`src/rtl/iaf_ctrl_pkg.sv`:
```
// Shared definitions for the integrate-and-fire frame sequencer:
// state encoding and width helpers.
package iaf_ctrl_pkg;

    localparam logic [2:0] ST_IDLE  = 3'd0;
    localparam logic [2:0] ST_CLEAR = 3'd1;
    localparam logic [2:0] ST_LOAD  = 3'd2;
    localparam logic [2:0] ST_FIRE  = 3'd3;
    localparam logic [2:0] ST_READ  = 3'd4;
    localparam logic [2:0] ST_DONE  = 3'd5;

    function automatic int unsigned clog2(input int unsigned v);
        int unsigned r;
        r = 0;
        for (int unsigned i = 0; i < 32; i++) begin
            if ((64'd1 << i) < 64'(v)) r = i + 1;
        end
        return r;
    endfunction

    function automatic int unsigned win_width(input int unsigned neurons);
        return (clog2(neurons) < 1) ? 1 : clog2(neurons);
    endfunction

    function automatic int unsigned lat_width(input int unsigned read_cycles);
        return clog2(read_cycles);
    endfunction

endpackage

```
`src/rtl/spike_sync.sv`:
```
// Per-neuron spike conditioning: 2-flop synchronizer, edge history and a
// one-cycle rising-edge pulse gated by the read window.
module spike_sync (
    input  logic clk,
    input  logic rst,
    input  logic i_spike,
    input  logic i_load,
    input  logic i_en,
    output logic o_edge
);

    logic r_meta;
    logic r_sync;
    logic r_hist;

    // On load, history takes the value r_sync is about to hold, so a level
    // already present at window entry never looks like an edge.
    always_ff @(posedge clk or posedge rst) begin
        if (rst) begin
            r_meta <= 1'b0;
            r_sync <= 1'b0;
            r_hist <= 1'b0;
        end else begin
            r_meta <= i_spike;
            r_sync <= r_meta;
            r_hist <= i_load ? r_meta : r_sync;
        end
    end

    assign o_edge = i_en & r_sync & ~r_hist;

endmodule

```
`src/rtl/iaf_frame_ctrl.sv`:
```
// Frame sequencer for an integrate-and-fire neuron array: clear, load, trigger,
// read the first spike as the winner, and report winner and latency.
module iaf_frame_ctrl
    import iaf_ctrl_pkg::*;
#(
    parameter  int unsigned INPUTS      = 25,
    parameter  int unsigned NEURONS     = 4,
    parameter  int unsigned CLR_CYCLES  = 2,
    parameter  int unsigned SETTLE      = 2,
    parameter  int unsigned READ_CYCLES = 64,
    localparam int unsigned WIN_W       = win_width(NEURONS),
    localparam int unsigned LAT_W       = lat_width(READ_CYCLES)
) (
    input  logic               clk,
    input  logic               rst,
    input  logic               in_valid,
    output logic               in_ready,
    input  logic [INPUTS-1:0]  in_pixels,
    output logic [INPUTS-1:0]  sig_out,
    output logic               trig_out,
    output logic               re_out,
    output logic               rstb_out,
    input  logic [NEURONS-1:0] spike_in,
    output logic               latinhib_out,
    output logic               out_valid,
    input  logic               out_ready,
    output logic [WIN_W-1:0]   out_winner,
    output logic               out_fired,
    output logic [LAT_W-1:0]   out_latency
);

    localparam int unsigned CNT_MAX_A = (CLR_CYCLES > SETTLE) ? CLR_CYCLES : SETTLE;
    localparam int unsigned CNT_MAX   = (CNT_MAX_A > READ_CYCLES) ? CNT_MAX_A : READ_CYCLES;
    localparam int unsigned CNT_W     = clog2(CNT_MAX + 1);

    logic [2:0]         r_state;
    logic [CNT_W-1:0]   r_cnt;
    logic [INPUTS-1:0]  r_frame;
    logic               r_rstb;
    logic [WIN_W-1:0]   r_winner;
    logic               r_fired;
    logic [LAT_W-1:0]   r_latency;

    logic [NEURONS-1:0] w_edge;
    logic [WIN_W-1:0]   w_win;
    logic               w_hit;
    logic               w_load;
    logic               w_read;

    assign w_load = (r_state == ST_FIRE);
    assign w_read = (r_state == ST_READ);

    for (genvar g = 0; g < NEURONS; g++) begin : g_sync
        spike_sync u_sync (
            .clk     (clk),
            .rst     (rst),
            .i_spike (spike_in[g]),
            .i_load  (w_load),
            .i_en    (w_read),
            .o_edge  (w_edge[g])
        );
    end

    always_comb begin
        w_win = '0;
        w_hit = 1'b0;
        for (int unsigned i = 0; i < NEURONS; i++) begin
            if (w_edge[i] && !w_hit) begin
                w_win = WIN_W'(i);
                w_hit = 1'b1;
            end
        end
    end

    always_ff @(posedge clk or posedge rst) begin
        if (rst) begin
            r_state   <= ST_IDLE;
            r_cnt     <= '0;
            r_frame   <= '0;
            r_rstb    <= 1'b0;
            r_winner  <= '0;
            r_fired   <= 1'b0;
            r_latency <= '0;
        end else begin
            case (r_state)
                ST_IDLE: begin
                    if (in_valid) begin
                        r_frame <= in_pixels;
                        r_rstb  <= 1'b0;
                        r_cnt   <= '0;
                        r_state <= ST_CLEAR;
                    end
                end
                ST_CLEAR: begin
                    if (r_cnt == CNT_W'(CLR_CYCLES - 1)) begin
                        r_rstb  <= 1'b1;
                        r_cnt   <= '0;
                        r_state <= ST_LOAD;
                    end else begin
                        r_cnt <= r_cnt + 1'b1;
                    end
                end
                ST_LOAD: begin
                    if (r_cnt == CNT_W'(SETTLE - 1)) begin
                        r_cnt   <= '0;
                        r_state <= ST_FIRE;
                    end else begin
                        r_cnt <= r_cnt + 1'b1;
                    end
                end
                ST_FIRE: begin
                    r_cnt   <= '0;
                    r_state <= ST_READ;
                end
                ST_READ: begin
                    if (w_hit) begin
                        r_winner  <= w_win;
                        r_fired   <= 1'b1;
                        r_latency <= r_cnt[LAT_W-1:0];
                        r_state   <= ST_DONE;
                    end else if (r_cnt == CNT_W'(READ_CYCLES - 1)) begin
                        r_winner  <= '0;
                        r_fired   <= 1'b0;
                        r_latency <= LAT_W'(READ_CYCLES - 1);
                        r_state   <= ST_DONE;
                    end else begin
                        r_cnt <= r_cnt + 1'b1;
                    end
                end
                ST_DONE: begin
                    if (out_ready) r_state <= ST_IDLE;
                end
                default: r_state <= ST_IDLE;
            endcase
        end
    end

    assign in_ready     = (r_state == ST_IDLE);
    assign rstb_out     = r_rstb;
    assign sig_out      = (r_state == ST_LOAD || r_state == ST_FIRE || w_read) ? r_frame : '0;
    assign trig_out     = (r_state == ST_FIRE);
    assign re_out       = w_read;
    // Inhibition starts combinationally in the capture cycle, then holds through DONE.
    assign latinhib_out = (w_read && w_hit) || (r_state == ST_DONE && r_fired);
    assign out_valid    = (r_state == ST_DONE);
    assign out_winner   = r_winner;
    assign out_fired    = r_fired;
    assign out_latency  = r_latency;

endmodule

```
`config.mk`:
```
export PLATFORM = sky130hd
export DESIGN_NAME = iaf_frame_ctrl
export DESIGN_NICKNAME = d
export VERILOG_FILES = /design/src/rtl/iaf_ctrl_pkg.sv /design/src/rtl/spike_sync.sv /design/src/rtl/iaf_frame_ctrl.sv
export SDC_FILE = /design/constraint.sdc
export NUM_CORES = 1
export LEC_CHECK = 0
export CAP_MARGIN = 20
export CORE_AREA = 2 2 75 77
export CTS_CLUSTER_SIZE = 12
export DETAILED_ROUTE_END_ITERATION = 10
export DIE_AREA = 0 0 77 79
export PLACE_DENSITY = 0.83
export SLEW_MARGIN = 15
export SYNTH_ARGS = -nofsm -noshare
export SYNTH_HDL_FRONTEND = slang
export SYNTH_HIERARCHICAL = 1
export SYNTH_SLANG_ARGS = --single-unit
```
`constraint.sdc`:
```
create_clock -name clk -period 4.5 [get_ports clk]
set_clock_uncertainty 0.05 [all_clocks]
set_input_delay 1.35 -clock clk [delete_from_list [all_inputs] [get_ports clk]]
set_output_delay 1.35 -clock clk [all_outputs]
set_load 0.01 [all_outputs]
```
-- After elaboration in Yosys (flattened, before gate mapping)
Index checks and enable logic that the tools add are counted.
- register bits: 57
- input bits: 33
- output and inout port bits: 40
- logic and storage cells: 100
- add/sub/neg operators: 1
- equality and inequality tests: 14
- multiplexer cells: 33
- bitwise gates (word level): 12
- reductions and logical operators: 21
- operator list (kind ; count):
    two-way mux 7 bit ; 4
    one-hot mux 7 bit (4 select lines) ; 1
    two-way mux 25 bit ; 1
    two-way mux 3 bit ; 6
    one-hot mux 3 bit (6 select lines) ; 1
    two-way mux 1 bit ; 13
    two-way mux 6 bit ; 2
    != test 2 bit (second input constant) ; 5
    AND 1 bit ; 8
    two-way mux 2 bit ; 4
    adder 7 x 1 -> 7 bit (second input constant) ; 1
    equality test 7 x 1 -> 1 bit (second input constant) ; 1
    equality test 7 x 6 -> 1 bit (second input constant) ; 1
    equality test 3 x 2 -> 1 bit (second input constant) ; 2
    equality test 3 bit (second input constant) ; 2
    logical AND 1 bit ; 5
    AND reduction 5 bit ; 1
    NOT 1 bit ; 4
    AND reduction 2 bit ; 2
    AND reduction 4 bit ; 1
    nonzero test 2 bit ; 2
    nonzero test 4 bit ; 1
    equality test 3 x 1 -> 1 bit (second input constant) ; 1
    zero test 1 bit ; 3
    other kinds (7) ; 9

-- Depth between registers and ports, before layout
- word-level depth: 15
- gate-level depth with buffers: 7
- mapped depth without buffers: 6

-- Cells and area by module
Netlist, hierarchy kept.
- modules (own cells, without submodules) (module ; times used ; cells an instance ; area an instance (sq um) ; seq. area each (sq um)):
    iaf_frame_ctrl ; 1 ; 199 ; 2227.1 ; 1126.1
    spike_sync ; 4 ; 6 ; 102.6 ; 75.1

-- Worst setup path after synthesis
OpenSTA, ideal clock, no wires.
- path type: reg-to-output
- start point: register r_state[2]
- end point: output latinhib_out
- data arrival time: 1.831 ns
- required time: 3.100 ns
- path slack: 1.269 ns
- cell stages (with the launch flop): 8
- buffers on the path: 2
- cells stage by stage: dfrtp_1 nor3b_2 buf_2 and3b_1 nor4_2 nand2b_1 buf_2 nand2_1
- elaborated cells between the ends (all ways): 23
- classes of those cells: eq/ne (2); mux (4); bitwise (8); reduce/logical (9)
- RTL lines (item ; line ; text):
    start: declaration ; iaf_frame_ctrl.sv:36 ; logic [2:0] r_state;
    start signal: assignment ; iaf_frame_ctrl.sv:77 ; r_state <= ST_IDLE;
    start signal: assignment ; iaf_frame_ctrl.sv:91 ; r_state <= ST_CLEAR;
    start signal: assignment ; iaf_frame_ctrl.sv:98 ; r_state <= ST_LOAD;
    equality test 3 bit * ; iaf_frame_ctrl.sv:51 ; assign w_read = (r_state == ST_READ);
    named net re_out ; iaf_frame_ctrl.sv:21 ; output logic re_out,
    AND 1 bit * (2 in a row) ; spike_sync.sv:30 ; assign o_edge = i_en & r_sync & ~r_hist;
    named net w_edge[1] ; iaf_frame_ctrl.sv:44 ; logic [NEURONS-1:0] w_edge;
    logical AND 1 bit * ; iaf_frame_ctrl.sv:68 ; if (w_edge[i] && !w_hit) begin
    two-way mux 1 bit * ; iaf_frame_ctrl.sv:68 ;
    zero test 1 bit ; iaf_frame_ctrl.sv:68 ;
    logical AND 1 bit ; iaf_frame_ctrl.sv:68 ;
    two-way mux 1 bit * ; iaf_frame_ctrl.sv:68 ;
    zero test 1 bit ; iaf_frame_ctrl.sv:68 ;
    logical AND 1 bit ; iaf_frame_ctrl.sv:68 ;
    two-way mux 1 bit * ; iaf_frame_ctrl.sv:68 ;
    logical AND 1 bit * ; iaf_frame_ctrl.sv:144 ; assign latinhib_out = (w_read && w_hit) || (r_state == ST_DONE && r_fired);
    logical OR 1 bit * ; iaf_frame_ctrl.sv:144 ;
    end: declaration ; iaf_frame_ctrl.sv:24 ; output logic latinhib_out,
The timed path passes the listed nets; every way through them passes the cells marked *.

-- Final worst setup path
- start point: register r_state[2]
- end point: output latinhib_out
- elaborated cells between the ends (all ways): 23
- classes of those cells: eq/ne (2); mux (4); bitwise (8); reduce/logical (9)
- RTL lines (item ; line):
    equality test 3 bit * ; iaf_frame_ctrl.sv:51
    AND 1 bit * (2 in a row) ; spike_sync.sv:30
    named net w_edge[1] ; iaf_frame_ctrl.sv:44
    logical AND 1 bit * ; iaf_frame_ctrl.sv:68
    two-way mux 1 bit * ; iaf_frame_ctrl.sv:68
    zero test 1 bit ; iaf_frame_ctrl.sv:68
    logical AND 1 bit ; iaf_frame_ctrl.sv:68
    two-way mux 1 bit * ; iaf_frame_ctrl.sv:68
    zero test 1 bit ; iaf_frame_ctrl.sv:68
    logical AND 1 bit ; iaf_frame_ctrl.sv:68
    two-way mux 1 bit * ; iaf_frame_ctrl.sv:68
    logical AND 1 bit * ; iaf_frame_ctrl.sv:144
    logical OR 1 bit * ; iaf_frame_ctrl.sv:144
Marks and branches as above.

==> metrics.txt <==
status completed; endpoints failing hold 0; Clock Sinks 57; fmax 0.239 GHz; Setup TNS 0 ns; Reg2Reg Capture Point r_cnt[2]; post-route ant nets 0; placed cells 361; Final period util 0.930; largest fanout on the critical path 15; most common cell after layout, fill and taps aside clkdlybuf4s50_1; die area 0.00608 sq mm; number of global-route vias before repair 2,017; worst slew pin tran 0.587 ns; asr flop ratio synth 1.00; Slew HR 0.608; Horiz. Die Dim 77 um; Num CTS Buffers 9; hold buffers post-CTS 0; required time of the critical path 3.10 ns; VDD IR max 0.486 mV; static leakage 1.48 nW; Hold Crit Class flip-flop to flip-flop; FF-to-FF setup slack 2.15 ns; share of cells above drive strength 1 0.200; io pins 73; DR iter-0 viols 99; ys flop type dfrtp_1; Seq/Total Area, Yosys 0.541; Vias 1,951; CTS HTree Levels 3; Max-Cap Viols 0; core footprint 0.00534 sq mm; clock power share 0.188; Int Pwr 1.49 mW; Worst Hold Launch g_sync[2].u_sync/r_meta; WS Path Type flip-flop to primary output; grt total ovfl 0; hold path depth 0; CTS tree built; Post-synth EDFFs 0; pin count of the biggest net entering global routing 46; routed len/inst 14.8 um; dpl hpwl 3880 um; Syn Area/Cell 11.8 sq um; combinational share of power 0.448; Synth cell types 41; Flop pwr share 0.364; min Tclk post-route 4.18 ns; post-CTS resize count 0; RePlAce Congestion 0.813; area grow syn2layout 37.0%; ANT cells 0; Critical Path Source Type flip-flop; pre-CTS setup slack 0.685 ns; hold path endpoint g_sync[2].u_sync/r_sync; Post-CTS Setup Bufs 0; fin area 0.00361 sq mm; Initial Util 0.494; Mapped Cells 223; Placed Area 0.00343 sq mm; Worst R2R Path Depth 6; drt total wl 5570 um; Slew Viols, Final 0; Clock Root Buffer clkbuf_8; Ys Warns 6; Hold WS 0.320 ns; Remaining DRCs 0; Die Y 79 um; Clk Latency, worst-skew pair 0.33 ns; unrepaired setup endpoints after global routing no; DR pass1 iterations 4; All-Layer GR Usage 0.197; nets 335; Syn Nets 258; Reg-to-Reg Start r_state[2]; register clock-pin slew on the reported worst setup and hold paths 0.06 ns; clk buf depth 2; worst setup path start r_state[2]; commonest cells after routing, fill and taps aside 72 x clkdlybuf4s50_1, 57 x dfrtp_1, 28 x nor2b_1, 26 x mux2_2, 14 x inv_1; critical path arrival 2.78 ns; fin worst setup slack 0.317 ns; Synth Register Bits 57; Sw Pwr 764 uW; Rows 27; initial antenna violation count 0; Via-to-Cell Ratio 5.18; Final Setup Violations 0; total power 2.25 mW; port bufs 72; fin cells 377; Sw Ratio 0.339; nature of the critical path endpoint primary output; final core occ 0.677; first-pass GRT wire length 9380 um; synthesized area 0.00264 sq mm; power density cells 624 mW/mm^2
[synthesized netlist by cell type, types with 4 or more instances]
library cell / n / share of area
o21ai_0: 4 / 0.0076
mux2_2: 26 / 0.11
o22a_1: 5 / 0.017
mux2_4: 4 / 0.023
o221ai_1: 5 / 0.017
nor2_1: 8 / 0.011
and3b_1: 4 / 0.013
buf_2: 5 / 0.0095
o211ai_1: 4 / 0.011
inv_1: 15 / 0.021
dfrtp_1: 57 / 0.54
nand2_1: 10 / 0.014
a21oi_1: 8 / 0.015
nor2b_1: 28 / 0.066
[sequential cells by signal, indices dropped and copies added (netlist names)]
name	count
g_sync.u_sync/r_sync	4
g_sync.u_sync/r_meta	4
out_winner	2
r_state	3
g_sync.u_sync/r_hist	4
rstb_out	1
r_frame	25
out_fired	1
r_cnt	7
out_latency	6
[routing by layer]
| layer | up-vias | part of all wire | GRT usage |
|---|---|---|---|
| met5 | - | 0 | 0 |
| met4 | 0 | 0.024 | 0.0929 |
| met3 | 11 | 0.048 | 0.0557 |
| met2 | 52 | 0.51 | 0.328 |
| met1 | 960 | 0.42 | 0.238 |
| li1 | 928 | - | - |
[worst max-delay path by stage]
stage	endpoint
final	latinhib_out
after global routing	latinhib_out
after CTS	latinhib_out
after detailed placement	latinhib_out
after global placement	latinhib_out
after floorplan	latinhib_out
[critical path, stage by stage (launching register included)]
cell	delay, ns
dfrtp_1	0.52
nor3b_2	0.26
and3b_1	0.23
nor4_2	0.51
nand2b_1	0.35
nand2_1	0.09
clkdlybuf4s50_1	0.49
[cells by family after synthesis]
kind of cell	Yosys count	synth area share
buffers and inverters	25	0.0408
AO/OA/AOI/OAI	38	0.113
AND/OR/NAND/NOR	70	0.158
adder cells (fa/ha/maj)	2	0.00949
multiplexers	31	0.138
flip-flops	57	0.541
[power by group through the flow]
stage | registers [mW] | logic (mW) | clock network, mW
5_1_grt | 0.854 | 1.10 | 0.465
3_3_place_gp | 0.819 | 0.997 | 0
6_report | 0.821 | 1.01 | 0.425
3_5_place_dp | 0.830 | 1.01 | 0
4_1_cts | 0.821 | 1.02 | 0.437
2_1_floorplan | 0.791 | 0.634 | 0
[final cells by class]
cell class / instances / area, sq um
fill: 437 / 1730
sequential: 57 / 1430
multi-input combinational: 141 / 1110
timing repair buffer: 76 / 751
clock buffer: 11 / 151
tap: 72 / 90.1
inverter: 15 / 56.3
clock inverter: 5 / 30.0
Note: power is estimated with default switching activity, not from simulation.
